===== src/rtl/ncl_sample_sink.sv =====
// ncl_sample_sink: clocked receiver for an 8-bit dual-rail NCL sample stream.
// Synchronizes the rails, detects stable DATA/NULL wavefronts, drives the
// 4-phase acknowledge, queues captured words in a small FIFO with
// valid/ready output and checks that the stream is an incrementing count.
module ncl_sample_sink #(
  parameter int WIDTH       = 8,
  parameter int DEPTH       = 4,
  parameter int SYNC_STAGES = 2
) (
  input  logic             clk,
  input  logic             reset,
  input  logic [WIDTH-1:0] in_t,
  input  logic [WIDTH-1:0] in_f,
  output logic             ackout,
  output logic [WIDTH-1:0] dout,
  output logic             dout_valid,
  input  logic             dout_ready,
  input  logic             seq_check_en,
  input  logic             err_clr,
  output logic             err_illegal,
  output logic             err_seq,
  output logic [15:0]      word_cnt
);

  localparam int PTR_W = $clog2(DEPTH);
  localparam int CNT_W = $clog2(DEPTH + 1);

  typedef enum logic [1:0] {
    ST_INIT      = 2'd0,
    ST_WAIT_DATA = 2'd1,
    ST_WAIT_NULL = 2'd2
  } state_e;

  // ---------------------------------------------------------------------------
  // Rail synchronizers, sample history and priming
  // ---------------------------------------------------------------------------
  logic [WIDTH-1:0]       t_sync_q [SYNC_STAGES];
  logic [WIDTH-1:0]       f_sync_q [SYNC_STAGES];
  logic [WIDTH-1:0]       p_t_q;
  logic [WIDTH-1:0]       p_f_q;
  logic [SYNC_STAGES-1:0] prime_q;

  logic [WIDTH-1:0] s_t;
  logic [WIDTH-1:0] s_f;

  assign s_t = t_sync_q[SYNC_STAGES-1];
  assign s_f = f_sync_q[SYNC_STAGES-1];

  // Multi-flop synchronizer chain for every rail.
  // NOTE: sequential state uses non-blocking assignments so every flop samples
  // the pre-edge value of its neighbour; blocking here would collapse the chain.
  always_ff @(posedge clk or negedge reset) begin
    if (!reset) begin
      for (int i = 0; i < SYNC_STAGES; i++) begin
        t_sync_q[i] <= '0;
        f_sync_q[i] <= '0;
      end
    end else begin
      t_sync_q[0] <= in_t;
      f_sync_q[0] <= in_f;
      for (int i = 1; i < SYNC_STAGES; i++) begin
        t_sync_q[i] <= t_sync_q[i-1];
        f_sync_q[i] <= f_sync_q[i-1];
      end
    end
  end

  // Previous synchronized sample (P) and a flag that the synchronizer output
  // now holds a genuine rail sample rather than its cleared reset value.
  always_ff @(posedge clk or negedge reset) begin
    if (!reset) begin
      p_t_q   <= '0;
      p_f_q   <= '0;
      prime_q <= '0;
    end else begin
      p_t_q   <= s_t;
      p_f_q   <= s_f;
      prime_q <= {prime_q[SYNC_STAGES-2:0], 1'b1};
    end
  end

  // ---------------------------------------------------------------------------
  // Wavefront classification
  // ---------------------------------------------------------------------------
  logic primed;
  logic s_complete;
  logic s_null;
  logic p_null;
  logic s_illegal;
  logic stable_data;
  logic stable_null;

  assign primed      = prime_q[SYNC_STAGES-1];
  assign s_complete  = &(s_t ^ s_f);
  assign s_null      = ~|(s_t | s_f);
  assign p_null      = ~|(p_t_q | p_f_q);
  assign s_illegal   = |(s_t & s_f);
  assign stable_data = primed && s_complete && (s_t == p_t_q) && (s_f == p_f_q);
  assign stable_null = primed && s_null && p_null;

  // ---------------------------------------------------------------------------
  // Handshake FSM
  // ---------------------------------------------------------------------------
  state_e           state_q;
  state_e           state_d;
  logic             ackout_q;
  logic             accept;
  logic             can_accept;
  logic             pop;
  logic             push_q;
  logic [WIDTH-1:0] push_data_q;
  logic [CNT_W-1:0] cnt_q;
  logic [CNT_W-1:0] occ;
  logic             dout_valid_q;

  assign pop = dout_valid_q && dout_ready;
  // Committed occupancy includes the word still waiting in the push stage.
  assign occ        = cnt_q + CNT_W'(push_q);
  assign can_accept = (occ != CNT_W'(DEPTH)) || pop;

  // Next-state decode: capture stable DATA when room exists, return on stable NULL.
  // NOTE: every combinational output gets a default first so no path leaves it
  // unassigned and no latch is inferred.
  always_comb begin
    state_d = state_q;
    accept  = 1'b0;
    case (state_q)
      ST_INIT: begin
        if (stable_null) state_d = ST_WAIT_DATA;
      end
      ST_WAIT_DATA: begin
        if (stable_data && can_accept) begin
          accept  = 1'b1;
          state_d = ST_WAIT_NULL;
        end
      end
      ST_WAIT_NULL: begin
        if (stable_null) state_d = ST_WAIT_DATA;
      end
      default: state_d = ST_INIT;
    endcase
  end

  // State register; the acknowledge is a registered decode of the next state.
  always_ff @(posedge clk or negedge reset) begin
    if (!reset) begin
      state_q  <= ST_INIT;
      ackout_q <= 1'b0;
    end else begin
      state_q  <= state_d;
      ackout_q <= (state_d == ST_WAIT_DATA);
    end
  end

  // Push stage: the captured word enters the FIFO one edge after acceptance.
  always_ff @(posedge clk or negedge reset) begin
    if (!reset) begin
      push_q      <= 1'b0;
      push_data_q <= '0;
    end else begin
      push_q <= accept;
      if (accept) push_data_q <= s_t;
    end
  end

  // ---------------------------------------------------------------------------
  // Sequence check, error flags and word counter
  // ---------------------------------------------------------------------------
  logic [WIDTH-1:0] last_q;
  logic             have_last_q;
  logic             err_illegal_q;
  logic             err_seq_q;
  logic [15:0]      word_cnt_q;
  logic             seq_mismatch;

  assign seq_mismatch = seq_check_en && have_last_q && (s_t != '0) &&
                        (s_t != last_q + WIDTH'(1));

  // Sticky error flags and sequence history; the clear wins over any set.
  always_ff @(posedge clk or negedge reset) begin
    if (!reset) begin
      err_illegal_q <= 1'b0;
      err_seq_q     <= 1'b0;
      last_q        <= '0;
      have_last_q   <= 1'b0;
    end else if (err_clr) begin
      err_illegal_q <= 1'b0;
      err_seq_q     <= 1'b0;
      last_q        <= '0;
      have_last_q   <= 1'b0;
    end else begin
      if (s_illegal) err_illegal_q <= 1'b1;
      if (accept) begin
        if (seq_mismatch) err_seq_q <= 1'b1;
        last_q      <= s_t;
        have_last_q <= 1'b1;
      end
    end
  end

  // Saturating count of accepted words.
  always_ff @(posedge clk or negedge reset) begin
    if (!reset) begin
      word_cnt_q <= '0;
    end else if (accept && (word_cnt_q != 16'hFFFF)) begin
      word_cnt_q <= word_cnt_q + 16'd1;
    end
  end

  // ---------------------------------------------------------------------------
  // Output FIFO with registered head
  // ---------------------------------------------------------------------------
  logic [WIDTH-1:0] mem_q [DEPTH];
  logic [PTR_W-1:0] wr_ptr_q;
  logic [PTR_W-1:0] rd_ptr_q;
  logic [PTR_W-1:0] rd_ptr_d;
  logic [CNT_W-1:0] cnt_d;
  logic [WIDTH-1:0] dout_q;
  logic [WIDTH-1:0] dout_d;

  // Next read pointer, occupancy and head word (bypassing a same-cycle write).
  always_comb begin
    rd_ptr_d = rd_ptr_q + PTR_W'(pop);
    cnt_d    = cnt_q + CNT_W'(push_q) - CNT_W'(pop);
    dout_d   = dout_q;
    if (cnt_d != '0) begin
      if (push_q && (wr_ptr_q == rd_ptr_d)) dout_d = push_data_q;
      else                                  dout_d = mem_q[rd_ptr_d];
    end
  end

  // Storage array written from the push stage.
  // NOTE: the array has no reset; occupancy and pointers alone decide which
  // entries are meaningful, so clearing the data would only cost reset fan-out.
  always_ff @(posedge clk) begin
    if (push_q) mem_q[wr_ptr_q] <= push_data_q;
  end

  // FIFO pointers, occupancy and the registered head/valid outputs.
  always_ff @(posedge clk or negedge reset) begin
    if (!reset) begin
      wr_ptr_q     <= '0;
      rd_ptr_q     <= '0;
      cnt_q        <= '0;
      dout_q       <= '0;
      dout_valid_q <= 1'b0;
    end else begin
      if (push_q) wr_ptr_q <= wr_ptr_q + PTR_W'(1);
      rd_ptr_q     <= rd_ptr_d;
      cnt_q        <= cnt_d;
      dout_q       <= dout_d;
      dout_valid_q <= (cnt_d != '0);
    end
  end

  assign ackout      = ackout_q;
  assign dout        = dout_q;
  assign dout_valid  = dout_valid_q;
  assign err_illegal = err_illegal_q;
  assign err_seq     = err_seq_q;
  assign word_cnt    = word_cnt_q;

endmodule


===== config.mk =====
export PLATFORM = sky130hd
export DESIGN_NAME = ncl_sample_sink
export DESIGN_NICKNAME = d
export VERILOG_FILES = /design/src/rtl/ncl_sample_sink.sv
export SDC_FILE = /design/constraint.sdc
export NUM_CORES = 1
export LEC_CHECK = 0
export CAP_MARGIN = 20
export CORE_AREA = 2 2 129 118
export DETAILED_ROUTE_END_ITERATION = 7
export DIE_AREA = 0 0 131 120
export SYNTH_ARGS = -nofsm -noshare
export SYNTH_HDL_FRONTEND = slang
export SYNTH_SLANG_ARGS = --single-unit

===== constraint.sdc =====
create_clock -name clk -period 2.3 [get_ports clk]
set_input_delay 0.46 -clock clk [delete_from_list [all_inputs] [get_ports clk]]
set_output_delay 0.46 -clock clk [all_outputs]
set_load 0.01 [all_outputs]

==> metrics.md <==
| Metric | Value |
|---|---|
| Worst path slowest cell | `or4_4` |
| Die span in y | `120 um` |
| Vias per cell | `between 4 and 5` |
| GRT Util Overall | `between 10% and 20%` |
| Initial DRC Count | `185` |
| Setup CP Type | `flop to flop` |
| RePlAce Congestion | `just over 0.8` |
| Worst-Skew Late Latency | `0.42 ns` |
| H-Tree Depth | `4` |
| RSZ-0062 raised after global routing | `yes` |
| Max Cap Violations | `0` |
| N_diodes | `0` |
| Outcome | `finished, violations left` |
| Placed cell areas | `~6700 um2` |
| Clock Skew | `between 0.006 and 0.007 ns` |
| CP most frequent cell | `xor2_1` |
| CTS sink cnt | `around 140` |
| Post-DRT Antenna Nets | `0` |
| Initial Util | `between 30 and 40%` |
| Crit path largest cell delay | `0.58 ns` |
| Util after Layout | `approximately 53%` |
| Finished Layout Cells | `roughly 750` |
| Setup Viol. Count Final | `27` |
| Crit share post-route | `107%` |
| Top FF cell, synth | `dfrtp_1` |
| CTS tree | `done` |
| Met3 usage | `around 5%` |
| Reg area | `approximately 3600 um2` |
| # rows | `42` |
| DP Worst Slack | `-0.358 ns` |
| Die area | `between 15000 and 20000 um2` |
| Post-synthesis cell type count | `41` |
| M2 GR Usage | `between 20% and 30%` |
| Number of port buffers | `48` |
| Fmax | `slightly above 0.4 GHz` |
| Clock slew at reported path FFs | `roughly 0.060 ns` |
| Number of synthesized register bits | `~140` |
| Final setup margin | `-0.166 ns` |
| Setup crit start kind | `flop` |
| Slew HR | `between 50 and 60%` |
| Grt met1 use | `between 20% and 30%` |
| Design area | `~7600 um2` |
| Initial DRT Pass Iterations | `5` |
| Worst-path cell chain | `buf_6 -> xor2_1 -> nor4_1 -> nand4_1 -> or4_4 -> buf_4 -> nor4_4 -> xor2_1` |
| Reg2reg start | `s_t[1]` |
| HP Start | `t_sync_q[15]` |
| Mapped Nets | `between 400 and 500` |
| Crit-path max FO | `4` |
| Worst setup path start | `s_t[1]` |
| Final min period | `about 2.5 ns` |
| Cells after synthesis | `roughly 430` |
| Wire per inst | `15.0 um` |
| Grt ovf | `0` |
| Number of global-route vias before repair | `between 3000 and 4000` |
| Top cells by area, synth | `dfrtp_1 (47%), edfxtp_1 (17%), ha_1 (6.0%), xor2_1 (4.5%), nand2_1 (3.6%)` |
| Fillers | `between 1000 and 1500` |
| Sequential share of the synthesized area | `63.6%` |
| DP Cell Count | `about 700` |
| DP Wirelength | `around 7700 um` |
| Setup crit end kind | `flop` |
| DR vias | `roughly 3600` |
| Final Hold Viols | `0` |
| Yosys warning count | `0` |
| Post-synth EDFFs | `32` |
| Die X | `131 um` |
| Most instantiated cells after synthesis | `dfrtp_1 (105), nand2_1 (54), edfxtp_1 (32)` |
| Layout net count | `approximately 600` |
| Mapped Area | `around 5600 um2` |
| DRT Wirelength | `around 11000 um` |
| CP Data Arrival Time | `about 2.8 ns` |
| I/O pins | `between 40 and 50` |
| First-pass GRT wire length | `between 15000 and 20000 um` |
| Fin. max-slew vios | `0` |
| Area delta synth->final | `34.6%` |
| Critical Path RT | `~2.6 ns` |
| Peak supply drop | `roughly 540 uV` |
| PwrDens | `866 nW/um2` |
| Core footprint | `14500 um2` |
| Top cell type by total area after synthesis | `dfrtp_1` |
| DRC viols | `0` |
| Worst min-delay path category | `flop to flop` |
| Top-count cell post-synth | `dfrtp_1` |
| Clk buf depth | `2` |
| Syn Area/Cell | `about 13 um2` |
| Share of cells above drive strength 1 | `between 20% and 30%` |
| Initial antenna violation count | `0` |
| CTS root buffer | `clkbuf_16` |
| Synth top area share | `a little under half` |
| Leakage | `~0.0033 uW` |
| Pin count of the biggest net entering global routing | `48` |
| Failing checks | `setup timing` |
| Area of the multi-input gates | `between 2000 and 2500 um2` |
| Async SR Flop Fraction | `roughly three quarters` |
| Worst-Margin Slew | `0.691 ns` |
| GRT Max-Usage Layer | `met2` |
| Num CTS Buffers | `17` |
-- cell families (layout without fill, tap and decap cells) --
| group | Yosys count | in the layout | synth area share (%) |
|---|---|---|---|
| flip-flops | 137 | 137 | 63.6 |
| AND/OR/NAND/NOR | 133 | 133 | 12.3 |
| XOR/XNOR | 46 | 46 | 7.14 |
| buffers and inverters | 36 | 157 | 2.70 |
| AO/OA/AOI/OAI | 30 | 30 | 3.04 |
| adder cells (fa/ha/maj) | 27 | 27 | 5.99 |
| multiplexers | 19 | 19 | 5.17 |
| other | 1 | 1 | 0.0665 |
-- final timing paths --
path,endpoint,slack (ns),depth (start not counted)
setup / recovery,word_cnt[9],-0.17,8
hold / removal,s_t[7],0.35,0
setup reg to reg,word_cnt[9],-0.17,8
hold reg to reg,s_t[7],0.35,0
max in group asynchronous,push_data_q[6],1.33,3
min in group asynchronous,cnt_q[1],0.45,2
-- flip-flops by register name, summed over array words and instances (netlist names), 2 cells and up --
| name | cells |
|---|---|
| s_t | 8 |
| state_q | 2 |
| prime_q | 2 |
| push_data_q | 8 |
| t_sync_q | 8 |
| word_cnt | 16 |
| s_f | 8 |
| p_f_q | 8 |
| p_t_q | 8 |
| last_q | 8 |
| mem_q | 32 |
| rd_ptr_q | 2 |
| cnt_q | 3 |
| f_sync_q | 8 |
| wr_ptr_q | 2 |
| dout | 8 |
-- report_power, final --
part / total [uW] / leakage (uW) / switching [uW] / internal, uW
registers: 2680 / 0.00152 / 65.1 / 2610
clock network: 3030 / 0.000334 / 1030 / 2010
logic: 870 / 0.00140 / 432 / 439
total: 6580 / 0.00325 / 1520 / 5060
-- metal layers --
metal | vias up | share of wire, %
li1 | 1714 | -
met1 | 1755 | 44
met2 | 72 | 50
met3 | 14 | 4.0
met4 | 0 | 1.4
met5 | - | 0
-- layout by cell type, fill, tap and decap left out, types with 5 or more instances in the layout --
cell and instances:
dfrtp_1 105, nand2_1 54, clkdlybuf4s50_1 47, buf_4 44
edfxtp_1 32, xor2_1 28, ha_1 27, inv_1 25
clkbuf_16 21, xnor2_1 16, nor2_1 11, o21ai_0 11
a21oi_1 11, nor4_1 10, nand3_1 10, mux2i_1 10
nand4_1 9, mux4_2 8, and3_1 5
-- critical path, delay by kind of cell, from the launching register on --
kind	cells	cell delay, ns
XOR/XNOR	2	0.30
buffers and inverters	2	0.31
flip-flops	1	0.40
AND/OR/NAND/NOR	4	1.36
-- final cells by class --
cell class / instances / share of cell area, %
clock buffer: 22 / 7.10
clock inverter: 10 / 1.93
inverter: 25 / 1.24
multi-input combinational: 256 / 26.9
sequential: 137 / 47.2
tap: 198 / 3.26
timing repair buffer: 100 / 12.4
-- per-stage QoR --
stage	setup TNS, ns	total power (uW)	hold WS [ns]
global placement	-5.90	3520	0.332
detailed placement	-6.98	3560	0.335
floorplan	-0.0791	3170	0.164
global route	-6.76	6860	0.352
CTS	-3.49	6640	0.347
finish	-2.71	6580	0.345
-- repair_timing --
action                                  4_1_cts  5_1_grt
endpoints found under the setup margin       28       44
endpoints found under the hold margin        14        0
hold buffers                                  1        0
resized for setup                            13       13
gates cloned                                  1        0
pin swaps                                     6       13
buffers inserted                              6        4
(Power assumes the default switching activity.)
